$ cat src/rtl/wb_stage.sv
// wb_stage: writeback stage driving the register file write port (we3/r3/dw3).
// Accepts completed instructions over a valid/ready handshake and selects the
// result: ALU, PC+4 or load data. It waits for late load data, then extracts,
// extends and aligns it, and issues one registered write per instruction.
// Optional build macro WB_TIMEOUT_EN: when defined, a load that sits in WAIT
// for TIMEOUT cycles without mem_rvalid is aborted. The stage returns to IDLE,
// err pulses and nothing is written.
module wb_stage #(
  parameter int XLEN    = 64,
  parameter int TIMEOUT = 255
) (
  input  logic            clk,
  input  logic            rst_n,
  input  logic            in_valid,
  output logic            in_ready,
  input  logic [4:0]      in_rd,
  input  logic [1:0]      in_src,
  input  logic [XLEN-1:0] in_alu,
  input  logic [XLEN-1:0] in_pc4,
  input  logic [2:0]      in_funct3,
  input  logic [2:0]      in_off,
  input  logic            mem_rvalid,
  input  logic [XLEN-1:0] mem_rdata,
  output logic            we3,
  output logic [4:0]      r3,
  output logic [XLEN-1:0] dw3,
  output logic            fwd_valid,
  output logic [4:0]      fwd_rd,
  output logic [XLEN-1:0] fwd_data,
  output logic            err
);

  typedef enum logic [1:0] {
    IDLE   = 2'd0,
    WAIT   = 2'd1,
    COMMIT = 2'd2
  } state_t;

  localparam logic [1:0] SRC_LOAD = 2'b01;
  localparam logic [1:0] SRC_PC4  = 2'b10;

  state_t state;

  // Pick the addressed lane out of the doubleword, then sign- or zero-extend it
  // according to the load type. Reserved funct3 yields zero; it is flagged
  // elsewhere and never written.
  function automatic logic [XLEN-1:0] load_extract(input logic [2:0]      f3,
                                                   input logic [2:0]      off,
                                                   input logic [XLEN-1:0] d);
    logic        [XLEN-1:0] lane;
    logic signed [7:0]      sb;
    logic signed [15:0]     sh;
    logic signed [31:0]     sw;
    logic signed [XLEN-1:0] ext;
    lane = d >> {off, 3'b000};
    sb   = lane[7:0];
    sh   = lane[15:0];
    sw   = lane[31:0];
    case (f3)
      3'b000:  ext = XLEN'(sb);
      3'b001:  ext = XLEN'(sh);
      3'b010:  ext = XLEN'(sw);
      3'b011:  ext = d;
      3'b100:  ext = XLEN'(lane[7:0]);
      3'b101:  ext = XLEN'(lane[15:0]);
      3'b110:  ext = XLEN'(lane[31:0]);
      default: ext = '0;
    endcase
    return ext;
  endfunction

  // Misaligned halfword/word/doubleword accesses and the reserved load type
  // are faults; the write is suppressed and err pulses instead.
  function automatic logic load_fault(input logic [2:0] f3,
                                      input logic [2:0] off);
    case (f3)
      3'b001, 3'b101: return off[0];
      3'b010, 3'b110: return |off[1:0];
      3'b011:         return |off;
      3'b111:         return 1'b1;
      default:        return 1'b0;
    endcase
  endfunction

  // ---- stage p0: incoming instruction, handshake and result select ----
  logic            accept_p0;
  logic            acc_load_p0;
  logic            wr_p0;
  logic [XLEN-1:0] res_p0;

  assign in_ready    = (state == IDLE) || (state == COMMIT);
  assign accept_p0   = in_valid && in_ready;
  assign acc_load_p0 = accept_p0 && (in_src == SRC_LOAD);
  assign wr_p0       = (in_rd != 5'd0);
  // Reserved source 11 falls through to the ALU result.
  assign res_p0      = (in_src == SRC_PC4) ? in_pc4 : in_alu;

  // ---- stage p1: latched load context while waiting for memory data ----
  logic [4:0]      ld_rd_p1;
  logic [2:0]      ld_f3_p1;
  logic [2:0]      ld_off_p1;
  logic [XLEN-1:0] ld_data_p1;
  logic            ld_bad_p1;
  logic            ld_wr_p1;

  // Capture the load's destination, type and byte offset when it is accepted.
  always_ff @(posedge clk) begin
    if (acc_load_p0) begin
      ld_rd_p1  <= in_rd;
      ld_f3_p1  <= in_funct3;
      ld_off_p1 <= in_off;
    end
  end

  assign ld_data_p1 = load_extract(ld_f3_p1, ld_off_p1, mem_rdata);
  assign ld_bad_p1  = load_fault(ld_f3_p1, ld_off_p1);
  assign ld_wr_p1   = !ld_bad_p1 && (ld_rd_p1 != 5'd0);

  logic tmo;

`ifdef WB_TIMEOUT_EN
  localparam int CNT_W = (TIMEOUT < 2) ? 1 : $clog2(TIMEOUT + 1);

  logic [CNT_W-1:0] wait_cnt;

  // tmo fires on the TIMEOUT-th consecutive WAIT cycle without data.
  assign tmo = (wait_cnt == CNT_W'(TIMEOUT - 1));

  // Count WAIT cycles without load data; cleared whenever a load enters WAIT.
  always_ff @(posedge clk or negedge rst_n) begin
    if (!rst_n) begin
      wait_cnt <= '0;
    end else if (acc_load_p0) begin
      wait_cnt <= '0;
    end else if ((state == WAIT) && !mem_rvalid && !tmo) begin
      wait_cnt <= wait_cnt + CNT_W'(1);
    end
  end
`else
  logic unused_timeout;

  // Without the timeout, a load waits in WAIT indefinitely.
  assign tmo            = 1'b0;
  assign unused_timeout = (TIMEOUT == 0);
`endif

  // ---- stage p2: write port and forwarding registers ----
  // Control FSM: accept, wait for load data, then commit one registered write.
  always_ff @(posedge clk or negedge rst_n) begin
    if (!rst_n) begin
      state     <= IDLE;
      we3       <= 1'b0;
      r3        <= 5'd0;
      dw3       <= '0;
      fwd_valid <= 1'b0;
      fwd_rd    <= 5'd0;
      fwd_data  <= '0;
      err       <= 1'b0;
    end else begin
      we3 <= 1'b0;
      err <= 1'b0;
      case (state)
        IDLE, COMMIT: begin
          if (accept_p0) begin
            if (acc_load_p0) begin
              state <= WAIT;
            end else begin
              state     <= COMMIT;
              we3       <= wr_p0;
              r3        <= in_rd;
              dw3       <= res_p0;
              fwd_valid <= wr_p0;
              fwd_rd    <= in_rd;
              fwd_data  <= res_p0;
            end
          end else begin
            state <= IDLE;
          end
        end
        WAIT: begin
          // Data arriving on the timeout cycle wins over the abort.
          if (mem_rvalid) begin
            state     <= COMMIT;
            we3       <= ld_wr_p1;
            r3        <= ld_rd_p1;
            dw3       <= ld_data_p1;
            fwd_valid <= ld_wr_p1;
            fwd_rd    <= ld_rd_p1;
            fwd_data  <= ld_data_p1;
            err       <= ld_bad_p1;
          end else if (tmo) begin
            state <= IDLE;
            err   <= 1'b1;
          end
        end
        default: state <= IDLE;
      endcase
    end
  end

endmodule

$ cat config.mk
export PLATFORM = sky130hd
export DESIGN_NAME = wb_stage
export DESIGN_NICKNAME = d
export VERILOG_FILES = /design/src/rtl/wb_stage.sv
export SDC_FILE = /design/constraint.sdc
export NUM_CORES = 1
export LEC_CHECK = 0
export CAP_MARGIN = 20
export CORE_UTILIZATION = 29
export CTS_CLUSTER_SIZE = 14
export DETAILED_ROUTE_END_ITERATION = 10
export GPL_ROUTABILITY_DRIVEN = 0
export SYNTH_ARGS = -nofsm -noshare
export SYNTH_HDL_FRONTEND = slang
export SYNTH_SLANG_ARGS = --single-unit
$ cat constraint.sdc
create_clock -name clk -period 2.9 [get_ports clk]
set_clock_uncertainty 0.15 [all_clocks]
set_input_delay 0.435 -clock clk [delete_from_list [all_inputs] [get_ports clk]]
set_output_delay 0.435 -clock clk [all_outputs]
set_load 0.03 [all_outputs]
==> results.md, run 1 <==
- DR pass1 iterations: 5
- Number of I/O pins: 351
- Post-route DRC: 0
- Final net count: 1316
- Hold_sp: fwd_data[7]$_DFFE_PN0P_
- LEAKAGE: 0.00434 uW
- Mapped Area: 7110 um2
- Maximum buffer depth of the clock tree: 2
- Syn-to-layout area delta: 54.4%
- Synth warn: 0
- Wirelength, routed: 30000 um
- Rows: 56
- Final Hold Fails: 0
- Count leader, synth: nand2_1
- Max-cap violation count: 0
- CTS H-Tree Depth: 3
- Multi-input logic area: 4080 um2
- First-pass GRT wire length: 43000 um
- Post-CTS setup-driven buffer insertion count: 0
- Ranking of synthesized cells by area: dfrtp_1 26%, mux2i_1 11%, nand2_1 8.9%, a21oi_1 7.5%, buf_4 7.3%
- Critical path fanouts, max: 24
- GRT Overall Usage: 0.234
- Number of flops mapped to enable cells by yosys: 11
- Top cell type's share of synthesized area: 0.261
- Pwr/cell area: 557 nW/um2
- Reg2reg path depth: 6
- Placed cells: 1414
- CTS root buffer: clkbuf_16
- Final setup fails: 0
- Hold Path Class: register to register
- Top cells by count, synth: 168 x nand2_1, 106 x a21oi_1, 77 x mux2i_1
- Gate Count Post-Synth: 844
- Syn avg cell area: 8.42 um2
- RR Endpoint: fwd_data[28]$_DFFE_PN0P_
- Fraction of registers with async set or reset after synthesis: 0.871
- Routed via count: 7413
- Seq. cell area: 2180 um2
- WP data arrival: 2750 ps
- CP startpoint kind: primary input
- CP cell instances: clkdlybuf4s50_1, mux2i_1, mux4_2, or4_1, buf_4, a31oi_1, a221o_1
- Critical Path Slowest Stage Cell: clkdlybuf4s50_1
- Worst Setup Path Type: primary input to register
- # clock sinks: 85
- Cts bufs inserted: 9
- Initial Util: 0.299
- Fillcell total: 2345
- Synth cell types: 53
- CP Capture Type: register
- Leading register cell type out of synthesis: dfrtp_1
- Slew Limit Fails: 0
- Synth area leader: dfrtp_1
- Hold Path Cell Cnt: 2
- Final Core Density: 0.462
- Yosys reg bits: 85
- Tightest Pin Transition: 733 ps
- Fin crit period: 2610 ps
- Initial DRC Count: 463
- Final critical-path share of the clock period: 0.901
- Final HPWL DP: 24100 um
- Syn nets: 1053
- Chip Width: 159 um
- Max_slew headroom: 0.511
- Vias in the first global route: 7024
- Largest net degree at the start of global routing: 61
- Die Area: 25100 um2
- CTS tree: yes
- Die H: 159 um
- I/O Buffers: 350
- Drt wl/cell: 20.9 um
- Via density: 5.18
- Worst-skew pair later-pin latency: 360 ps
- Sequential share of the synthesized area: 0.307
- WHS Endpoint: fwd_data[7]$_DFFE_PN0P_
- Worst r2r src: ld_off_p1[0]$_DFFE_PP_
- VDD IR-drop max: 247 uV
- ANT nets after route: 0
- Setup slack, reg-to-reg: 300 ps
- Global route total overflow: 0
- Core Area: 23800 um2
- Max Clock Freq: 0.383 GHz
- Status: finished clean
- Ratio of cells with drive above 1 in the final layout: 0.110
- RSZ-0062 raised after global routing: no
- Non-Filler Instances: 1432
- Antenna violations before repair: 2
- Worst-path clk slew: 70 ps
- Critical path required time: 3040 ps
- CP max stage delay: 600 ps
==> sequential cells by signal (all words and copies together) (netlist names) <==
name	cells
ld_f3_p1	3
ld_off_p1	3
fwd_data	64
fwd_valid	1
ld_rd_p1	5
we3	1
state	2
err	1
fwd_rd	5
==> per-layer routing <==
layer	global-route usage	up-vias	part of all wire
met3	0.0408	22	0.072
li1	-	3545	-
met2	0.397	326	0.47
met4	0.0678	0	0.017
met5	0	-	0
met1	0.302	3520	0.44
==> cells in the final DEF, fill, tap and decap left out, drive strengths merged, types with 2 or more instances in the layout <==
| cell | count |
|---|---|
| a31oi | 23 |
| dfrtp | 74 |
| mux2i | 77 |
| buf | 49 |
| inv | 10 |
| a211oi | 8 |
| nand2 | 168 |
| a22oi | 7 |
| bufinv | 2 |
| o21ai | 4 |
| mux2 | 2 |
| a2111o | 8 |
| nor2 | 36 |
| nor2b | 3 |
| o22ai | 34 |
| edfxtp | 11 |
| a221o | 15 |
| clkbuf | 9 |
| and3 | 2 |
| a311oi | 7 |
| a32oi | 14 |
| clkdlybuf4s50 | 349 |
| a21oi | 136 |
| o211ai | 2 |
| nor3 | 13 |
| mux4 | 15 |
| or4 | 2 |
| nand2b | 12 |
==> stage by stage <==
step / total power (uW) / worst slack (ps) / TNS (ps) / hold WS [ps] / cell area [um2]
6_report: 6110 / 287 / 0 / 367 / 11000
5_1_grt: 6400 / 220 / 0 / 406 / 11000
4_1_cts: 6170 / 327 / 0 / 375 / 11000
3_5_place_dp: 4800 / -53.0 / -365 / 259 / 10600
3_3_place_gp: 4790 / -29.0 / -80.2 / 252 / 10600
2_1_floorplan: 3560 / 484 / 0 / -10.6 / 7110
==> logic make-up after synthesis <==
logic type / after synthesis / synth area share
AO/OA/AOI/OAI: 269 / 0.267
XOR/XNOR: 1 / 0.00123
buffers and inverters: 152 / 0.124
flip-flops: 85 / 0.307
multiplexers: 94 / 0.159
AND/OR/NAND/NOR: 243 / 0.141
==> critical path, delay by kind of cell <==
kind / cells / cell delay [ps]
muxes: 2 / 640
AOI/OAI and AO/OA: 2 / 380
and+or+nand+nor: 1 / 450
buffers and inverters: 2 / 850
==> worst max-delay path by stage <==
| stage | from | to | slack, ps |
|---|---|---|---|
| CTS | mem_rdata[39] | fwd_data[28]$_DFFE_PN0P_ | 330 |
| finish | mem_rdata[39] | fwd_data[28]$_DFFE_PN0P_ | 290 |
| global placement | mem_rdata[39] | fwd_data[32]$_DFFE_PN0P_ | -30 |
| detailed placement | mem_rdata[39] | fwd_data[21]$_DFFE_PN0P_ | -50 |
| global route | ld_off_p1[0]$_DFFE_PP_ | fwd_data[26]$_DFFE_PN0P_ | 220 |
| floorplan | ld_off_p1[0]$_DFFE_PP_ | fwd_data[53]$_DFFE_PN0P_ | 480 |
==> cell type report <==
class,instances,share of cell area
multi-input combinational,607,0.372
timing repair buffer,399,0.361
clock buffer,9,0.0205
antenna,1,0.000228
inverter,5,0.00171
tap,319,0.0364
clock inverter,7,0.0101
sequential,85,0.199
==> where the power goes <==
part	total, uW	internal [uW]	leakage, uW	switching [uW]
Combinational	3080	1380	0.00318	1700
Sequential	1690	1440	0.000994	255
Clock	1340	780	0.000166	565
Total	6110	3600	0.00434	2520
==> timing repair <==
action / in CTS / in global routing
hold buffers: 1 / 0
endpoints found under the hold margin: 28 / 0
resized for setup: 0 / 0
(Power assumes the default switching activity.)
==> inputs of run 2 (changes only) <==
--- a/config.mk
+++ b/config.mk
@@ -5,11 +5,13 @@
 export SDC_FILE = /design/constraint.sdc
 export NUM_CORES = 1
 export LEC_CHECK = 0
-export CAP_MARGIN = 20
+export CAP_MARGIN = 10
 export CORE_UTILIZATION = 29
 export CTS_CLUSTER_SIZE = 14
 export DETAILED_ROUTE_END_ITERATION = 10
 export GPL_ROUTABILITY_DRIVEN = 0
+export GPL_TIMING_DRIVEN = 0
+export SETUP_SLACK_MARGIN = 0.2
 export SYNTH_ARGS = -nofsm -noshare
 export SYNTH_HDL_FRONTEND = slang
 export SYNTH_SLANG_ARGS = --single-unit
==> run 2 against run 1 <==
Worst setup slack got worse by 21 ps. Sequential share of layout area decreased by 0.92 points. Register-to-register slack about the same. Critical path depth unchanged. Total power increased by 2.9%. Combinational power increased by 10%. Critical path type unchanged. Largest cell class is now buffers. Design area increased by 4.8%. Sequential cell count unchanged. Via count increased by 7.6%. Cell count increased by 7.0%. Clock power decreased by 9.7%.
==> results.md, run 2 (synthesis results as in run 1) <==
- Non-Filler Instances: 1532 (was 1432)
- DR pass1 iterations: 5 (unchanged)
- Buf/Inv on CP: 3 (was 2)
- Fin crit period: 2630 ps (was 2610 ps)
- Status: finished clean (unchanged)
- Placed cells: 1514 (was 1414)
- Placed Area: 11000 um2 (was 10600 um2)
- Initial DRC Count: 499 (was 463)
- Drt wl/cell: 21.5 um (was 20.9 um)
- Die H: 159 um (unchanged)
- CP cell instances: clkdlybuf4s50_1, nor2b_1, buf_2, buf_2, mux2i_1, nor3_1, a2111o_1 (was clkdlybuf4s50_1, mux2i_1, mux4_2, or4_1, buf_4, a31oi_1, a221o_1)
- CTS tree: yes (unchanged)
- Max_slew headroom: 0.321 (was 0.511)
- WP data arrival: 2730 ps (was 2750 ps)
- CP top delay family: buffers and inverters (unchanged)
- Final setup fails: 0 (unchanged)
- Pwr/cell area: 547 nW/um2 (was 557 nW/um2)
- Tightest Pin Transition: 1020 ps (was 733 ps)
- Global route total overflow: 0 (unchanged)
- Worst-path clk slew: 80 ps (was 70 ps)
- Most frequent cell on the critical path: buf_2
- Max Clock Freq: 0.380 GHz (was 0.383 GHz)
- Final net count: 1416 (was 1316)
- Final critical-path share of the clock period: 0.908 (was 0.901)
- CTS root buffer: clkbuf_16 (unchanged)
- Cts bufs inserted: 9 (unchanged)
- Reg with most FFs: fwd_data (unchanged)
- GRT Overall Usage: 0.259 (was 0.234)
- Slew Limit Fails: 0 (unchanged)
- Fillcell total: 2339 (was 2345)
- Hold Path Class: primary input to register (was register to register)
- CP startpoint kind: primary input (unchanged)
- Largest regs: fwd_data: 64 flops, fwd_rd: 5 flops, ld_rd_p1: 5 flops (unchanged)
- Vias in the first global route: 7828 (was 7024)
- Max FFs per register: 64 (unchanged)
- Chip Width: 159 um (unchanged)
- Final Hold Fails: 0 (unchanged)
- Rows: 56 (unchanged)
- CTS H-Tree Depth: 3 (unchanged)
- Syn-to-layout area delta: 61.9% (was 54.4%)
- Critical path fanouts, max: 10 (was 24)
- RSZ-0062 raised after global routing: yes (was no)
- Initial Util: 0.299 (unchanged)
- Maximum buffer depth of the clock tree: 2 (unchanged)
- VDD IR-drop max: 258 uV (was 247 uV)
- Pre-CTS setup slack: -751 ps (was -53.0 ps)
- Ratio of cells with drive above 1 in the final layout: 0.160 (was 0.110)
- Critical Path Slowest Stage Cell: clkdlybuf4s50_1 (unchanged)
- ANT nets after route: 0 (unchanged)
- Max-cap violation count: 0 (unchanged)
- Worst Setup Path Type: primary input to register (unchanged)
- Post-route cell area: 11500 um2 (was 11000 um2)
- Final HPWL DP: 26800 um (was 24100 um)
- Largest net degree at the start of global routing: 47 (was 61)
- Wirelength, routed: 33000 um (was 30000 um)
- LEAKAGE: 0.00467 uW (was 0.00434 uW)
- Die Area: 25100 um2 (unchanged)
- I/O Buffers: 350 (unchanged)
- Post-route DRC: 0 (unchanged)
- CP Capture Type: register (unchanged)
- Hold slack: 335 ps (was 367 ps)
- Critical path required time: 2990 ps (was 3040 ps)
- # clock sinks: 85 (unchanged)
- Post-CTS setup-driven buffer insertion count: 0 (unchanged)
- CP max stage delay: 520 ps (was 600 ps)
- Worst-skew pair later-pin latency: 360 ps (about the same)
- Number of I/O pins: 351 (unchanged)
- Routed via count: 7975 (was 7413)
- Fin worst setup slack: 267 ps (was 287 ps)
- Commonest non-fill, non-tap cell in the layout: clkdlybuf4s50_1 (unchanged)
- First-pass GRT wire length: 47400 um (was 43000 um)
- Commonest cells after routing, fill and taps aside: 344 x clkdlybuf4s50_1, 168 x nand2_1, 106 x a21oi_1, 76 x mux2i_1, 74 x dfrtp_1 (was 349 x clkdlybuf4s50_1, 168 x nand2_1, 106 x a21oi_1, 77 x mux2i_1, 74 x dfrtp_1)
- Via density: 5.21 (was 5.18)
- Antenna violations before repair: 1 (was 2)
- Core Area: 23800 um2 (unchanged)
run 2: changes by cell type in the layout (fill, tap and decap cells not counted), sizes merged:
cell	delta
clkbuf	+56
buf	+44
clkdlybuf4s50	-5
clkinv	+3
dlymetal6s2s	+3
bufinv	-2
dlygate4sd2	+2
inv	-1
run 2: per-stage QoR:
step,setup TNS [ps],total power (uW),util
detailed placement,-25190,5100,0.465
CTS,0,6340,0.482
global placement,-135810,5070,0.463
floorplan,0,3560,-
finish,0,6290,0.484
global route,0,6590,0.484
run 2: tightest hold or removal path, cell delays in order:
cell and delay (ps):
dlymetal6s2s_1 170, a21oi_1 140, a21oi_1 70
run 2: path summary, 6_finish.rpt:
check | start | endpoint | slack (ps) | cells after the start
worst min register to register | fwd_data[7]$_DFFE_PN0P_ | fwd_data[7]$_DFFE_PN0P_ | 380 | 2
worst min-delay path | mem_rdata[63] | fwd_data[63]$_DFFE_PN0P_ | 330 | 3
worst max register to register | ld_off_p1[2]$_DFFE_PP_ | fwd_data[29]$_DFFE_PN0P_ | 290 | 8
worst max-delay path | in_src[1] | fwd_data[14]$_DFFE_PN0P_ | 270 | 7
max in group asynchronous | rst_n | fwd_data[12]$_DFFE_PN0P_ | 1590 | 3
min in group asynchronous | rst_n | fwd_data[42]$_DFFE_PN0P_ | 410 | 2
run 2: report_power, final:
| group | switching (uW) | internal (uW) |
|---|---|---|
| Sequential | 238 | 1440 |
| Clock | 595 | 619 |
| Combinational | 1790 | 1610 |
run 2: cell type report:
cell class,count,area [um2],share of cell area
tap,319,399,0.0347
inverter,5,18.8,0.00163
timing repair buffer,352,3540,0.308
clock inverter,7,86.3,0.00750
antenna,1,2.50,0.000217
multi-input combinational,607,4140,0.360
sequential,85,2180,0.190
clock buffer,9,225,0.0196
buffer,147,912,0.0793
run 2: layer usage:
metal	global-route usage	part of all wire	vias to the layer above
li1	-	-	3756
met1	0.324	0.40	3764
met2	0.438	0.48	421
met3	0.0607	0.095	34
met4	0.0778	0.021	0
met5	0	0	-
run 2: repair_timing:
action                     4_1_cts  5_1_grt
setup endpoints to repair       60       55
pin swaps                        1        0
hold endpoints to repair        28        0
resized for setup               35       28
hold buffers                     1        0
